===== src/rtl/axi4lite_mem_responder_if.sv =====
// axi4lite_mem_responder_if: AXI4-Lite bus between an initiator and the memory responder
interface axi4lite_mem_responder_if #(
   parameter int ADDR_W = 8,
   parameter int DATA_W = 32
);
   logic [ADDR_W-1:0]   S_AXI_AWADDR;
   logic [2:0]          S_AXI_AWPROT;
   logic                S_AXI_AWVALID;
   logic                S_AXI_AWREADY;
   logic [DATA_W-1:0]   S_AXI_WDATA;
   logic [DATA_W/8-1:0] S_AXI_WSTRB;
   logic                S_AXI_WVALID;
   logic                S_AXI_WREADY;
   logic [1:0]          S_AXI_BRESP;
   logic                S_AXI_BVALID;
   logic                S_AXI_BREADY;
   logic [ADDR_W-1:0]   S_AXI_ARADDR;
   logic [2:0]          S_AXI_ARPROT;
   logic                S_AXI_ARVALID;
   logic                S_AXI_ARREADY;
   logic [DATA_W-1:0]   S_AXI_RDATA;
   logic [1:0]          S_AXI_RRESP;
   logic                S_AXI_RVALID;
   logic                S_AXI_RREADY;
   modport master (
      output S_AXI_AWADDR, S_AXI_AWPROT, S_AXI_AWVALID, S_AXI_WDATA, S_AXI_WSTRB, S_AXI_WVALID,
             S_AXI_BREADY, S_AXI_ARADDR, S_AXI_ARPROT, S_AXI_ARVALID, S_AXI_RREADY,
      input  S_AXI_AWREADY, S_AXI_WREADY, S_AXI_BRESP, S_AXI_BVALID, S_AXI_ARREADY,
             S_AXI_RDATA, S_AXI_RRESP, S_AXI_RVALID
   );
   modport slave (
      input  S_AXI_AWADDR, S_AXI_AWPROT, S_AXI_AWVALID, S_AXI_WDATA, S_AXI_WSTRB, S_AXI_WVALID,
             S_AXI_BREADY, S_AXI_ARADDR, S_AXI_ARPROT, S_AXI_ARVALID, S_AXI_RREADY,
      output S_AXI_AWREADY, S_AXI_WREADY, S_AXI_BRESP, S_AXI_BVALID, S_AXI_ARREADY,
             S_AXI_RDATA, S_AXI_RRESP, S_AXI_RVALID
   );
endinterface


===== src/rtl/axi4lite_mem_responder.sv =====
// axi4lite_mem_responder: AXI4-Lite slave over a byte-strobed word array; out-of-range
// accesses return SLVERR and raise a sticky ERROR flag.
module axi4lite_mem_responder #(
   parameter int C_S_AXI_DATA_WIDTH = 32,
   parameter int C_S_AXI_ADDR_WIDTH = 8,
   parameter int C_MEM_WORDS = 16
) (
   input  logic                     ACLK,
   input  logic                     ARESET,
   axi4lite_mem_responder_if.slave  s_axi,
   output logic                     ERROR
);
   localparam int IW = C_S_AXI_ADDR_WIDTH - 2;
   localparam int MW = C_MEM_WORDS > 1 ? $clog2(C_MEM_WORDS) : 1;
   localparam int NB = C_S_AXI_DATA_WIDTH / 8;
   localparam logic [1:0] OKAY = 2'b00;
   localparam logic [1:0] SLVERR = 2'b10;
   logic [C_S_AXI_DATA_WIDTH-1:0] mem_q [C_MEM_WORDS];
   logic                          aw_held_q, w_held_q, bvalid_q, rvalid_q, error_q;
   logic                          awready_q, wready_q, arready_q;
   logic                          aw_held_d, w_held_d, bvalid_d, rvalid_d;
   logic [IW-1:0]                 awidx_q, awidx, aridx;
   logic [C_S_AXI_DATA_WIDTH-1:0] wdata_q, rdata_q;
   logic [NB-1:0]                 wstrb_q;
   logic [1:0]                    bresp_q, rresp_q;
   logic                          aw_hs, w_hs, ar_hs, b_hs, r_hs, commit, aw_ok, ar_ok;
   logic                          unused;
   assign unused = ^{s_axi.S_AXI_AWPROT, s_axi.S_AXI_ARPROT, s_axi.S_AXI_AWADDR[1:0], s_axi.S_AXI_ARADDR[1:0]};
   always_comb begin
      awidx     = s_axi.S_AXI_AWADDR[C_S_AXI_ADDR_WIDTH-1:2];
      aridx     = s_axi.S_AXI_ARADDR[C_S_AXI_ADDR_WIDTH-1:2];
      aw_hs     = s_axi.S_AXI_AWVALID && awready_q;
      w_hs      = s_axi.S_AXI_WVALID && wready_q;
      ar_hs     = s_axi.S_AXI_ARVALID && arready_q;
      b_hs      = bvalid_q && s_axi.S_AXI_BREADY;
      r_hs      = rvalid_q && s_axi.S_AXI_RREADY;
      commit    = aw_held_q && w_held_q && !bvalid_q;
      aw_ok     = 32'(awidx_q) < 32'(C_MEM_WORDS);
      ar_ok     = 32'(aridx) < 32'(C_MEM_WORDS);
      aw_held_d = b_hs ? 1'b0 : aw_held_q || aw_hs;
      w_held_d  = b_hs ? 1'b0 : w_held_q || w_hs;
      bvalid_d  = b_hs ? 1'b0 : bvalid_q || commit;
      rvalid_d  = r_hs ? 1'b0 : rvalid_q || ar_hs;
   end
   // Ready flags are registered copies of the next-state hold/valid bits.
   always_ff @(posedge ACLK) begin
      if (ARESET) begin
         aw_held_q <= 1'b0;
         w_held_q  <= 1'b0;
         bvalid_q  <= 1'b0;
         rvalid_q  <= 1'b0;
         awready_q <= 1'b1;
         wready_q  <= 1'b1;
         arready_q <= 1'b1;
         bresp_q   <= OKAY;
         rresp_q   <= OKAY;
         rdata_q   <= '0;
         error_q   <= 1'b0;
      end else begin
         aw_held_q <= aw_held_d;
         w_held_q  <= w_held_d;
         bvalid_q  <= bvalid_d;
         rvalid_q  <= rvalid_d;
         awready_q <= !aw_held_d && !bvalid_d;
         wready_q  <= !w_held_d && !bvalid_d;
         arready_q <= !rvalid_d;
         if (commit) bresp_q <= aw_ok ? OKAY : SLVERR;
         if (ar_hs) begin
            rdata_q <= ar_ok ? mem_q[aridx[MW-1:0]] : '0;
            rresp_q <= ar_ok ? OKAY : SLVERR;
         end
         error_q <= error_q || (commit && !aw_ok) || (ar_hs && !ar_ok);
      end
   end
   // Datapath and array carry no reset; a read on the commit edge sees the old word.
   always_ff @(posedge ACLK) begin
      if (aw_hs) awidx_q <= awidx;
      if (w_hs) begin
         wdata_q <= s_axi.S_AXI_WDATA;
         wstrb_q <= s_axi.S_AXI_WSTRB;
      end
      if (!ARESET && commit && aw_ok)
         for (int k = 0; k < NB; k++)
            if (wstrb_q[k]) mem_q[awidx_q[MW-1:0]][8*k +: 8] <= wdata_q[8*k +: 8];
   end
   assign s_axi.S_AXI_AWREADY = awready_q;
   assign s_axi.S_AXI_WREADY  = wready_q;
   assign s_axi.S_AXI_BVALID  = bvalid_q;
   assign s_axi.S_AXI_BRESP   = bresp_q;
   assign s_axi.S_AXI_ARREADY = arready_q;
   assign s_axi.S_AXI_RVALID  = rvalid_q;
   assign s_axi.S_AXI_RDATA   = rdata_q;
   assign s_axi.S_AXI_RRESP   = rresp_q;
   assign ERROR               = error_q;
endmodule


===== src/flat_wrapper.sv =====
// flat-port wrapper written by rule: the top's interface ports become plain ports
module axi4lite_mem_responder_flat 
#(
   parameter int C_S_AXI_DATA_WIDTH = 32,
   parameter int C_S_AXI_ADDR_WIDTH = 8,
   parameter int C_MEM_WORDS = 16
)
  (ACLK, ARESET, ERROR, s_axi_S_AXI_AWADDR, s_axi_S_AXI_AWPROT, s_axi_S_AXI_AWVALID, s_axi_S_AXI_WDATA, s_axi_S_AXI_WSTRB, s_axi_S_AXI_WVALID, s_axi_S_AXI_BREADY, s_axi_S_AXI_ARADDR, s_axi_S_AXI_ARPROT, s_axi_S_AXI_ARVALID, s_axi_S_AXI_RREADY, s_axi_S_AXI_AWREADY, s_axi_S_AXI_WREADY, s_axi_S_AXI_BRESP, s_axi_S_AXI_BVALID, s_axi_S_AXI_ARREADY, s_axi_S_AXI_RDATA, s_axi_S_AXI_RRESP, s_axi_S_AXI_RVALID);
  axi4lite_mem_responder_if #(.ADDR_W(8), .DATA_W(32)) s_axi_i ();
  input  logic ACLK;
  input  logic ARESET;
  output logic ERROR;
  input wire logic [$bits(s_axi_i.S_AXI_AWADDR)-1:0] s_axi_S_AXI_AWADDR;
  input wire logic [$bits(s_axi_i.S_AXI_AWPROT)-1:0] s_axi_S_AXI_AWPROT;
  input wire logic [$bits(s_axi_i.S_AXI_AWVALID)-1:0] s_axi_S_AXI_AWVALID;
  input wire logic [$bits(s_axi_i.S_AXI_WDATA)-1:0] s_axi_S_AXI_WDATA;
  input wire logic [$bits(s_axi_i.S_AXI_WSTRB)-1:0] s_axi_S_AXI_WSTRB;
  input wire logic [$bits(s_axi_i.S_AXI_WVALID)-1:0] s_axi_S_AXI_WVALID;
  input wire logic [$bits(s_axi_i.S_AXI_BREADY)-1:0] s_axi_S_AXI_BREADY;
  input wire logic [$bits(s_axi_i.S_AXI_ARADDR)-1:0] s_axi_S_AXI_ARADDR;
  input wire logic [$bits(s_axi_i.S_AXI_ARPROT)-1:0] s_axi_S_AXI_ARPROT;
  input wire logic [$bits(s_axi_i.S_AXI_ARVALID)-1:0] s_axi_S_AXI_ARVALID;
  input wire logic [$bits(s_axi_i.S_AXI_RREADY)-1:0] s_axi_S_AXI_RREADY;
  output wire logic [$bits(s_axi_i.S_AXI_AWREADY)-1:0] s_axi_S_AXI_AWREADY;
  output wire logic [$bits(s_axi_i.S_AXI_WREADY)-1:0] s_axi_S_AXI_WREADY;
  output wire logic [$bits(s_axi_i.S_AXI_BRESP)-1:0] s_axi_S_AXI_BRESP;
  output wire logic [$bits(s_axi_i.S_AXI_BVALID)-1:0] s_axi_S_AXI_BVALID;
  output wire logic [$bits(s_axi_i.S_AXI_ARREADY)-1:0] s_axi_S_AXI_ARREADY;
  output wire logic [$bits(s_axi_i.S_AXI_RDATA)-1:0] s_axi_S_AXI_RDATA;
  output wire logic [$bits(s_axi_i.S_AXI_RRESP)-1:0] s_axi_S_AXI_RRESP;
  output wire logic [$bits(s_axi_i.S_AXI_RVALID)-1:0] s_axi_S_AXI_RVALID;
  assign s_axi_i.S_AXI_AWADDR = s_axi_S_AXI_AWADDR;
  assign s_axi_i.S_AXI_AWPROT = s_axi_S_AXI_AWPROT;
  assign s_axi_i.S_AXI_AWVALID = s_axi_S_AXI_AWVALID;
  assign s_axi_i.S_AXI_WDATA = s_axi_S_AXI_WDATA;
  assign s_axi_i.S_AXI_WSTRB = s_axi_S_AXI_WSTRB;
  assign s_axi_i.S_AXI_WVALID = s_axi_S_AXI_WVALID;
  assign s_axi_i.S_AXI_BREADY = s_axi_S_AXI_BREADY;
  assign s_axi_i.S_AXI_ARADDR = s_axi_S_AXI_ARADDR;
  assign s_axi_i.S_AXI_ARPROT = s_axi_S_AXI_ARPROT;
  assign s_axi_i.S_AXI_ARVALID = s_axi_S_AXI_ARVALID;
  assign s_axi_i.S_AXI_RREADY = s_axi_S_AXI_RREADY;
  assign s_axi_S_AXI_AWREADY = s_axi_i.S_AXI_AWREADY;
  assign s_axi_S_AXI_WREADY = s_axi_i.S_AXI_WREADY;
  assign s_axi_S_AXI_BRESP = s_axi_i.S_AXI_BRESP;
  assign s_axi_S_AXI_BVALID = s_axi_i.S_AXI_BVALID;
  assign s_axi_S_AXI_ARREADY = s_axi_i.S_AXI_ARREADY;
  assign s_axi_S_AXI_RDATA = s_axi_i.S_AXI_RDATA;
  assign s_axi_S_AXI_RRESP = s_axi_i.S_AXI_RRESP;
  assign s_axi_S_AXI_RVALID = s_axi_i.S_AXI_RVALID;
  axi4lite_mem_responder #(.C_S_AXI_DATA_WIDTH(C_S_AXI_DATA_WIDTH), .C_S_AXI_ADDR_WIDTH(C_S_AXI_ADDR_WIDTH), .C_MEM_WORDS(C_MEM_WORDS)) u_core (.ACLK(ACLK), .ARESET(ARESET), .s_axi(s_axi_i), .ERROR(ERROR));
endmodule

===== config.mk =====
export PLATFORM = sky130hd
export DESIGN_NAME = axi4lite_mem_responder_flat
export DESIGN_NICKNAME = d
export VERILOG_FILES = /design/src/rtl/axi4lite_mem_responder_if.sv /design/src/rtl/axi4lite_mem_responder.sv /design/src/flat_wrapper.sv
export SDC_FILE = /design/constraint.sdc
export NUM_CORES = 1
export LEC_CHECK = 0
export CELL_PAD_IN_SITES_DETAIL_PLACEMENT = 0
export CELL_PAD_IN_SITES_GLOBAL_PLACEMENT = 2
export CORE_MARGIN = 2
export CORE_UTILIZATION = 35
export CTS_CLUSTER_DIAMETER = 100
export CTS_CLUSTER_SIZE = 16
export DETAILED_ROUTE_END_ITERATION = 16
export PLACE_DENSITY_LB_ADDON = 0.1
export SETUP_SLACK_MARGIN = 0.1
export SKIP_LAST_GASP = 1
export SYNTH_ARGS = -nofsm -noshare
export SYNTH_HDL_FRONTEND = slang
export SYNTH_SLANG_ARGS = --single-unit

===== constraint.sdc =====
create_clock -name ACLK -period 4 [get_ports ACLK]
set_clock_uncertainty 0.15 [all_clocks]
set_input_delay 0.4 -clock ACLK [delete_from_list [all_inputs] [get_ports ACLK]]
set_output_delay 0.4 -clock ACLK [all_outputs]
set_load 0.01 [all_outputs]

# Word level (Yosys, flattened, before mapping)
# Memory sizes are Yosys's and may differ from the RTL's.
# Index checks and enable logic that the tools add are counted.
dict set report op_classes {
  order_cmp 2
  muxes 19
  n_reduce_logical 27
}
# cell n
set ops {}
lappend ops {{$mux 32} 1}
lappend ops {{$mux 1} 16}
lappend ops {{$logic_and 1x1->1} 13}
lappend ops {{$lt 6x5->1 const B} 2}
lappend ops {{$logic_not 1->1} 8}
lappend ops {{$logic_or 1x1->1} 6}
lappend ops {{$mux 2} 2}
dict set report totals {
  reg_bits 86
  mem_bits_rw 512
  in_bits 65
  out_inout_bits 42
  elab_cells 63
  memories 1
}
# name words width read_ports rd_ports_with_merged_regs wr line_no
set memory_table {}
lappend memory_table {u_core.mem_q 16 32 1 0 1 axi4lite_mem_responder.sv:18} ;# logic [C_S_AXI_DATA_WIDTH-1:0] mem_q [C_MEM_WORDS];

# Logic depth before layout (Yosys ltp)
# Gate-level depths: netlist of the first run.
dict set report logic_depth {
  depth_word 6
  depth_mapped 8
  ltp_nobuf 4
}

# Worst setup path after synthesis of the first run
# Ideal clock, no wire load.
dict set report synth_path {
  path_kind {input -> register}
  from {in ARESET}
  to {mem u_core.mem_q[10][10] (enable)}
  setup_ns 0.370
  t_arrival_ns 1.814
  path_slack_ns 1.666
  path_stages 5
  path_cell_list {buf_4 > nor4_1 > nand2_1 > clkbuf_1 > nor2_1}
}
dict set report synth_via {
  elab_chain_cells 5
}
# element line_no
set synth_lines {}
lappend synth_lines {{start, declared} flat_wrapper.sv:11} ;# input logic ARESET;
lappend synth_lines {{$logic_not 1->1} axi4lite_mem_responder.sv:82} ;# if (!ARESET && commit && aw_ok)
lappend synth_lines {{$logic_and 1x1->1 (2 in series)} axi4lite_mem_responder.sv:82}
lappend synth_lines {{$mux 1} axi4lite_mem_responder.sv:82}
lappend synth_lines {{$mux 1 (implied by the code)} axi4lite_mem_responder.sv:84} ;# if (wstrb_q[k]) mem_q[awidx_q[MW-1:0]][8*k +: 8] <= wdata_q[8*k +: 8];
lappend synth_lines {{end, declared} axi4lite_mem_responder.sv:18}
# Every way passes these cells.

# Final worst setup path of the first run
dict set report layout_path {
  from {in ARESET}
  to {mem u_core.mem_q[14][3] (enable)}
}
# The elaborated chain is that of the path after synthesis.

==> summary.md, run 1 <==
| Metric | Value |
|---|---|
| Comb pwr share | 4.1% |
| LEAKAGE | approximately 0.0086 uW |
| # resized after CTS | 0 |
| Synth warn | 0 |
| GR Layer Usage met2 | between 20% and 30% |
| H-Tree Depth | 2 |
| Reg2reg path depth | 6 |
| Commonest non-fill, non-tap cell in the layout | edfxtp_1 |
| CTS max path bufs | 3 |
| Setup TNS Final | 0 ns |
| Max FO, Critical Path | 16 |
| Clock power frac | around 36% |
| Gr usage total | roughly 16% |
| Die ar. | around 67000 um2 |
| Postcts setup bufs | 0 |
| Vias in the first global route | roughly 11000 |
| Yosys cell types | 29 |
| Mean post-synth cell area | about 20 um2 |
| Number of CTS-inserted buffers | 43 |
| Slew Limit Fails | 0 |
| Grt met3 use | 2.562% |
| DRC violations left | 0 |
| Gr busiest metal | met2 |
| Core ar. | around 64000 um2 |
| CTS tree | yes |
| Post-synthesis instance area | ~23000 um2 |
| Clk sinks | just under 600 |
| Worst r2r dst | u_core.mem_q[14][3] |
| Router iterations before antenna repair | 5 |
| DIE HEIGHT | approximately 260 um |
| WS Path Type | primary input to register |
| Rel. slew slack | around 57% |
| Critical path required time | ~4.1 ns |
| RR Startpoint | u_core.s_axi.S_AXI_BVALID |
| First-pass GRT wire length | roughly 77000 um |
| Reg2reg setup slack | ~1.7 ns |
| Top cells by area, synth | edfxtp_1, mux4_1, mux4_2, dfxtp_1, mux2i_1 |
| Pin count of the biggest net entering global routing | 57 |
| Die Wd | 258.0 um |
| Sw power | roughly 2400 uW |
| Skew-Pair Late Insertion Delay | 0.58 ns |
| Crit end category | register |
| PortBufs | between 90 and 100 |
| Sequential cell area | around 17000 um2 |
| Pwr Density | ~450 nW/um2 |
| Num rows | 93 |
| Initial antenna violation count | 0 |
| Critical Path AT | between 2 and 2.5 ns |
| Final min period | between 2 and 2.5 ns |
| Setup-failing EPs final | 0 |
| Final Util | around two fifths |
| Sequential area share after synthesis | just under 80% |
| Iteration-0 DRC Markers | 585 |
| Final hold violations | 0 |
| Reg power frac | 60.1% |
| Hold Crit Class | primary input to register |
| Multi-input gate area | between 4000 and 5000 um2 |
| Layout Area Growth over Synthesis | 16.13% |
| Max_cap viols | 0 |
| GRT overflow | 0 |
| Int Power | ~9200 uW |
| Hold path start | s_axi_S_AXI_WDATA[7] |
| Sw Share | around a fifth |
| Final clock period utilization by the worst path | between 50% and 60% |
| Post-cts hold buffer count | 0 |
| Fmax | 437.5 MHz |
| Least-Margin Pin Slew | around 0.65 ns |
| FF+latch count, synth | 596 |
| DRT Wirelength | 52630 um |
| Yosys top cell by area | edfxtp_1 |
| Nets | about 1300 |
| Worst VDD drop | around 0.27 mV |
| HPWL Detailed | 30560 um |
| Hold Path End | u_core.wdata_q[7] |
| Initial Utilization | between 30% and 40% |
| Ant diodes | 0 |
| Clock Pin Slew Worst Setup and Hold Paths | 0.07 ns |
| CP Launch Type | primary input |
| Clock root buffer | clkbuf_16 |
| GP Congestion | 0.7143 |
| Grt met1 use | about 22% |
| Commonest non-fill, non-tap cells in the layout | edfxtp_1, clkdlybuf4s50_1, buf_4 |
| Share of cells above drive strength 1 | about 16% |
| Hold Path Cell Cnt | 1 |
| RSZ-0062 raised after global routing | no |
| Share of the synthesized area in the top cell type | approximately three quarters |
| Boundary Pins | 107 |
| Post-Syn Instances | between 1000 and 1500 |
| DR WL/cell | roughly 24 um |
| Fillers | around 5700 |
| Via count | about 11000 |
| Vias/cell | roughly 5.0 |
| Status | completed |
| Post-route ant nets | 0 |
how the worst max path moves through the flow:
stage                                          from                    to  slack [ns]  cells after the start
after floorplan                              ARESET  u_core.mem_q[10][10]        1.67                      5
final                                        ARESET   u_core.mem_q[14][3]        1.71                      6
after global routing      u_core.s_axi.S_AXI_BVALID   u_core.mem_q[12][3]        1.53                      6
after detailed placement                     ARESET   u_core.mem_q[14][3]        1.08                      6
after global placement                       ARESET   u_core.mem_q[12][3]        1.09                      6
after CTS                 u_core.s_axi.S_AXI_BVALID   u_core.mem_q[14][3]        1.69                      6
layout make-up:
| type | instances | area share (%) |
|---|---|---|
| flip-flops and latches | 596 | 66.65 |
| repair buffers | 179 | 6.213 |
| well taps | 855 | 4.080 |
| multi-input cells | 444 | 18.24 |
| inverters | 3 | 0.04295 |
| clock inverters | 2 | 0.06203 |
| clock buffers | 74 | 4.710 |
state kept, by name, summed over array words and instances (netlist names):
signal / flops
u_core.s_axi.S_AXI_RVALID: 1
u_core.s_axi.S_AXI_BRESP: 1
u_core.wstrb_q: 4
u_core.s_axi.S_AXI_ARREADY: 1
u_core.ERROR: 1
u_core.s_axi.S_AXI_RRESP: 1
u_core.aw_held_q: 1
u_core.w_held_q: 1
u_core.s_axi.S_AXI_WREADY: 1
u_core.awidx_q: 6
u_core.s_axi.S_AXI_RDATA: 32
u_core.mem_q: 512
u_core.wdata_q: 32
u_core.s_axi.S_AXI_BVALID: 1
u_core.s_axi.S_AXI_AWREADY: 1
cell families after synthesis:
| logic type | synth area share [%] |
|---|---|
| flip-flops | 77.41 |
| other | 0.01661 |
| buffers and inverters | 1.563 |
| AO/OA/AOI/OAI | 3.441 |
| AND/OR/NAND/NOR | 2.632 |
| multiplexers | 14.94 |
synth_stat cells (all sizes together):
cell type / number
nor3b: 2
o211ai: 31
dfxtp: 42
nand4: 1
nand3: 6
nand3b: 1
conb: 1
o21a: 2
nor4: 1
mux4: 95
mux2: 32
nor2b: 7
nor2: 72
inv: 3
a22oi: 62
mux2i: 67
o21bai: 1
clkbuf: 20
nor3: 1
nand2: 48
a21oi: 6
and2: 3
a32oi: 3
nand4bb: 1
edfxtp: 554
buf: 40
power by group through the flow:
stage | Combinational, uW | Sequential (uW) | Clock, uW
3_3_place_gp | 499 | 7150 | 0
5_1_grt | 525 | 7040 | 4520
6_report | 484 | 7020 | 4170
2_1_floorplan | 285 | 7120 | 0
3_5_place_dp | 499 | 7160 | 0
4_1_cts | 501 | 7020 | 4330
critical path, cell delays in order:
cell             delay [ns]
clkdlybuf4s50_1        0.62
nor4_1                 0.31
buf_4                  0.21
nand2_1                0.36
nor2_1                 0.23
buf_4                  0.26
per-stage QoR:
step | hold WS (ns) | power (uW) | instance area (um2) | std cells | setup WS (ns)
finish | 0.2184 | 11670 | 26220 | 2153 | 1.714
global placement | 0.2968 | 7654 | 24970 | 2077 | 1.091
floorplan | 0.3291 | 7401 | 22580 | 1103 | 1.666
CTS | 0.1764 | 11850 | 26220 | 2153 | 1.692
detailed placement | 0.3146 | 7661 | 24970 | 2077 | 1.084
global route | 0.1893 | 12080 | 26220 | 2153 | 1.534
routing by layer:
metal | up-vias | part of all wire (%)
met5 | - | 0
met1 | 5594 | 46
met3 | 58 | 3.2
li1 | 4859 | -
met4 | 0 | 1.9
met2 | 157 | 49
(Power assumes the default switching activity.)
==> inputs of run 2 (changes only) <==
clock period = 2.1 ns   (was 4 ns; I/O delays follow)
==> run 2 against run 1 <==
Power up 92%. Combinational power up 120%. Sequential share of layout area shrank 4.1 points. Non-clock buffer count rose by 59. Global-route usage fell by 0.064 points. Sequential power rose by 91%. Die area unchanged. Routed wire length grew 0.34%. Core utilization is 2.7 points higher. First-iteration DRC count up 25%. Flip-flop and latch count unchanged. Cell count rose by 2.9%. Critical endpoint is now u_core.mem_q[10][11].
==> summary.md, run 2 (same netlist as run 1, synthesis figures left out) <==
| Metric | Value |
|---|---|
| Hold Crit Class | primary input to register (unchanged) |
| Layout Area Growth over Synthesis | 23.69% (was 16.13%) |
| DRC violations left | 0 (unchanged) |
| Fmax | between 400 and 500 MHz |
| Via count | 10890 (was 10670) |
| Clock Pin Slew Worst Setup and Hold Paths | 0.08 ns (was 0.07 ns) |
| CTS tree | yes (unchanged) |
| Router iterations before antenna repair | 6 (was 5) |
| Rel. slew slack | 60.30% (was 56.61%) |
| Die Wd | 258.0 um (unchanged) |
| Crit end category | register (unchanged) |
| Sequential cell area | 17480 um2 (about the same) |
| Area after DPL | 26290 um2 (was 24970 um2) |
| Final hold violations | 0 (unchanged) |
| CP Launch Type | register (was primary input) |
| GP Congestion | 0.7168 (was 0.7143) |
| Fillers | 5581 (was 5658) |
| Power, Total | 22450 uW (was 11670 uW) |
| Met2 wire len | 26840 um (was 25920 um) |
| Critical Path AT | 2.15 ns (was 2.40 ns) |
| Least-Margin Pin Slew | 0.5956 ns (was 0.6508 ns) |
| Slew Limit Fails | 0 (unchanged) |
| Ant diodes | 0 (unchanged) |
| DIE HEIGHT | 258.0 um (unchanged) |
| Final min period | ~2 ns |
| RSZ-0062 raised after global routing | yes (was no) |
| Setup-failing EPs final | 0 (unchanged) |
| Worst VDD drop | 0.5014 mV (was 0.2687 mV) |
| Clk sinks | 596 (unchanged) |
| Delay-heaviest family, CP | simple AND/OR/NAND/NOR gates (was buffers and inverters) |
| Crit-path cells | nand3b_1 > nor4_2 > buf_4 > nand2_2 > clkbuf_16 > nor2_4 > buf_12 (was clkdlybuf4s50_1 > nor4_1 > buf_4 > nand2_1 > nor2_1 > buf_4) |
| LEAKAGE | 0.009060 uW (was 0.008570 uW) |
| Iteration-0 DRC Markers | 732 (was 585) |
| Max FO, Critical Path | 8 (was 16) |
| Max stage delay on crit path | 0.32 ns (was 0.62 ns) |
| Gr usage total | 15.82% (was 15.89%) |
| DR WL/cell | 23.84 um (was 24.44 um) |
| Critical path required time | 2.24 ns (was 4.11 ns) |
| PortBufs | 94 (unchanged) |
| Vias in the first global route | 11370 (was 11180) |
| CTS max path bufs | 3 (unchanged) |
| Commonest non-fill, non-tap cells in the layout | edfxtp_1, clkdlybuf4s50_1, mux2i_1 (was edfxtp_1, clkdlybuf4s50_1, buf_4) |
| Vias/cell | 4.916 (was 4.955) |
| WS Path Type | register to register (was primary input to register) |
| Post-route ant nets | 0 (unchanged) |
| Skew-Pair Late Insertion Delay | 0.58 ns (about the same) |
| Max_cap viols | 0 (unchanged) |
| Max Used Layer | met4 (unchanged) |
| HPWL Detailed | 33080 um (was 30560 um) |
| Final clock period utilization by the worst path | 95.56% |
| H-Tree Depth | 2 (unchanged) |
| Commonest non-fill, non-tap cell in the layout | edfxtp_1 (unchanged) |
| Boundary Pins | 107 (unchanged) |
| Pin count of the biggest net entering global routing | 38 (was 57) |
| CP max-delay cell | dfxtp_1 (was clkdlybuf4s50_1) |
| Number of CTS-inserted buffers | 43 (unchanged) |
| Share of cells above drive strength 1 | 23.97% (was 16.41%) |
| First-pass GRT wire length | 76660 um (was 76600 um) |
| Final Util | 43.56% (was 40.90%) |
| Finished Layout Cells | 2215 (was 2153) |
| Initial Utilization | 35.21% (unchanged) |
| Post-route met1 wirelength | 23600 um (was 24050 um) |
| Number of flip-flops in the largest register | 512 (unchanged) |
| GRT overflow | 0 (unchanged) |
| Initial antenna violation count | 0 (unchanged) |
| Status | completed (unchanged) |
| Nets | 1391 (was 1332) |
| Core ar. | 64120 um2 (unchanged) |
| DR WL met3 | 1420 um (was 1661 um) |
| DRT Wirelength | 52810 um (was 52630 um) |
| Clock root buffer | clkbuf_16 (unchanged) |
| Num rows | 93 (unchanged) |
| Pwr Density | 804.0 nW/um2 (was 445.2 nW/um2) |
| Placed insts | 2119 (was 2077) |
| Finished Cell Area | 27930 um2 (was 26220 um2) |
| Multi-input gate area | 5156 um2 (was 4782 um2) |
| CP bufs+invs | 3 (unchanged) |
| Die ar. | 66560 um2 (unchanged) |
run 2: cell types whose count changed in the layout (fill, tap and decap cells not counted), moves of 4 or more:
| cell | previous run | this run |
|---|---|---|
| buf_6 | 2 | 26 |
| buf_4 | 82 | 44 |
| clkbuf_1 | 29 | 33 |
| nor2_4 | 0 | 40 |
| nor2_2 | 0 | 24 |
| dlygate4sd3_1 | 0 | 14 |
| buf_12 | 4 | 61 |
| nor2_1 | 72 | 8 |
run 2: repair_timing:
action / CTS / global route
hold endpoints to repair: 14 / 0
hold buffers: 14 / 0
resized for setup: 34 / 18
cloned: 0 / 2
setup endpoints to repair: 174 / 436
buffers inserted: 1 / 0
run 2: cell type report:
type                       count  area share, %
clock inverter                 1        0.05824
clock buffer                  78          4.476
tap                          855          3.831
inverter                       3        0.04032
multi-input combinational    444          18.46
timing repair buffer         238          10.55
sequential                   596          62.59
run 2: metal layers:
| layer | global-route usage (%) | up-vias |
|---|---|---|
| met3 | 2.150 | 62 |
| met1 | 21.24 | 5682 |
| met4 | 3.548 | 0 |
| met5 | 0 | - |
| li1 | - | 4994 |
| met2 | 27.43 | 150 |
run 2: worst paths after layout:
| kind | startpoint | end | slack, ns | cells past startpoint |
|---|---|---|---|---|
| setup / recovery | u_core.s_axi.S_AXI_BVALID | u_core.mem_q[10][11] | 0.09 | 7 |
| hold / removal | s_axi_S_AXI_WDATA[8] | u_core.wdata_q[8] | 0.03 | 1 |
| setup reg to reg | u_core.s_axi.S_AXI_BVALID | u_core.mem_q[10][11] | 0.09 | 7 |
| hold reg to reg | u_core.s_axi.S_AXI_BRESP[1] | u_core.s_axi.S_AXI_BRESP[1] | 0.34 | 2 |
run 2: stage by stage:
step                      setup TNS, ns  worst slack [ns]  hold slack, ns
final                                 0           0.09314         0.03090
after global routing                  0           0.02174        0.004962
after CTS                             0           0.05560       0.0001271
after detailed placement         -39.75           -0.1367          0.3207
after global placement           -46.12           -0.1682          0.3118
after floorplan                       0            0.1261          0.1589
run 2: report_power, final:
part           switching [uW]  internal, uW  total (uW)
clock network            3970          4040        8010
logic                     522           539        1060
registers                 246         13100       13400
total                    4740         17700       22500
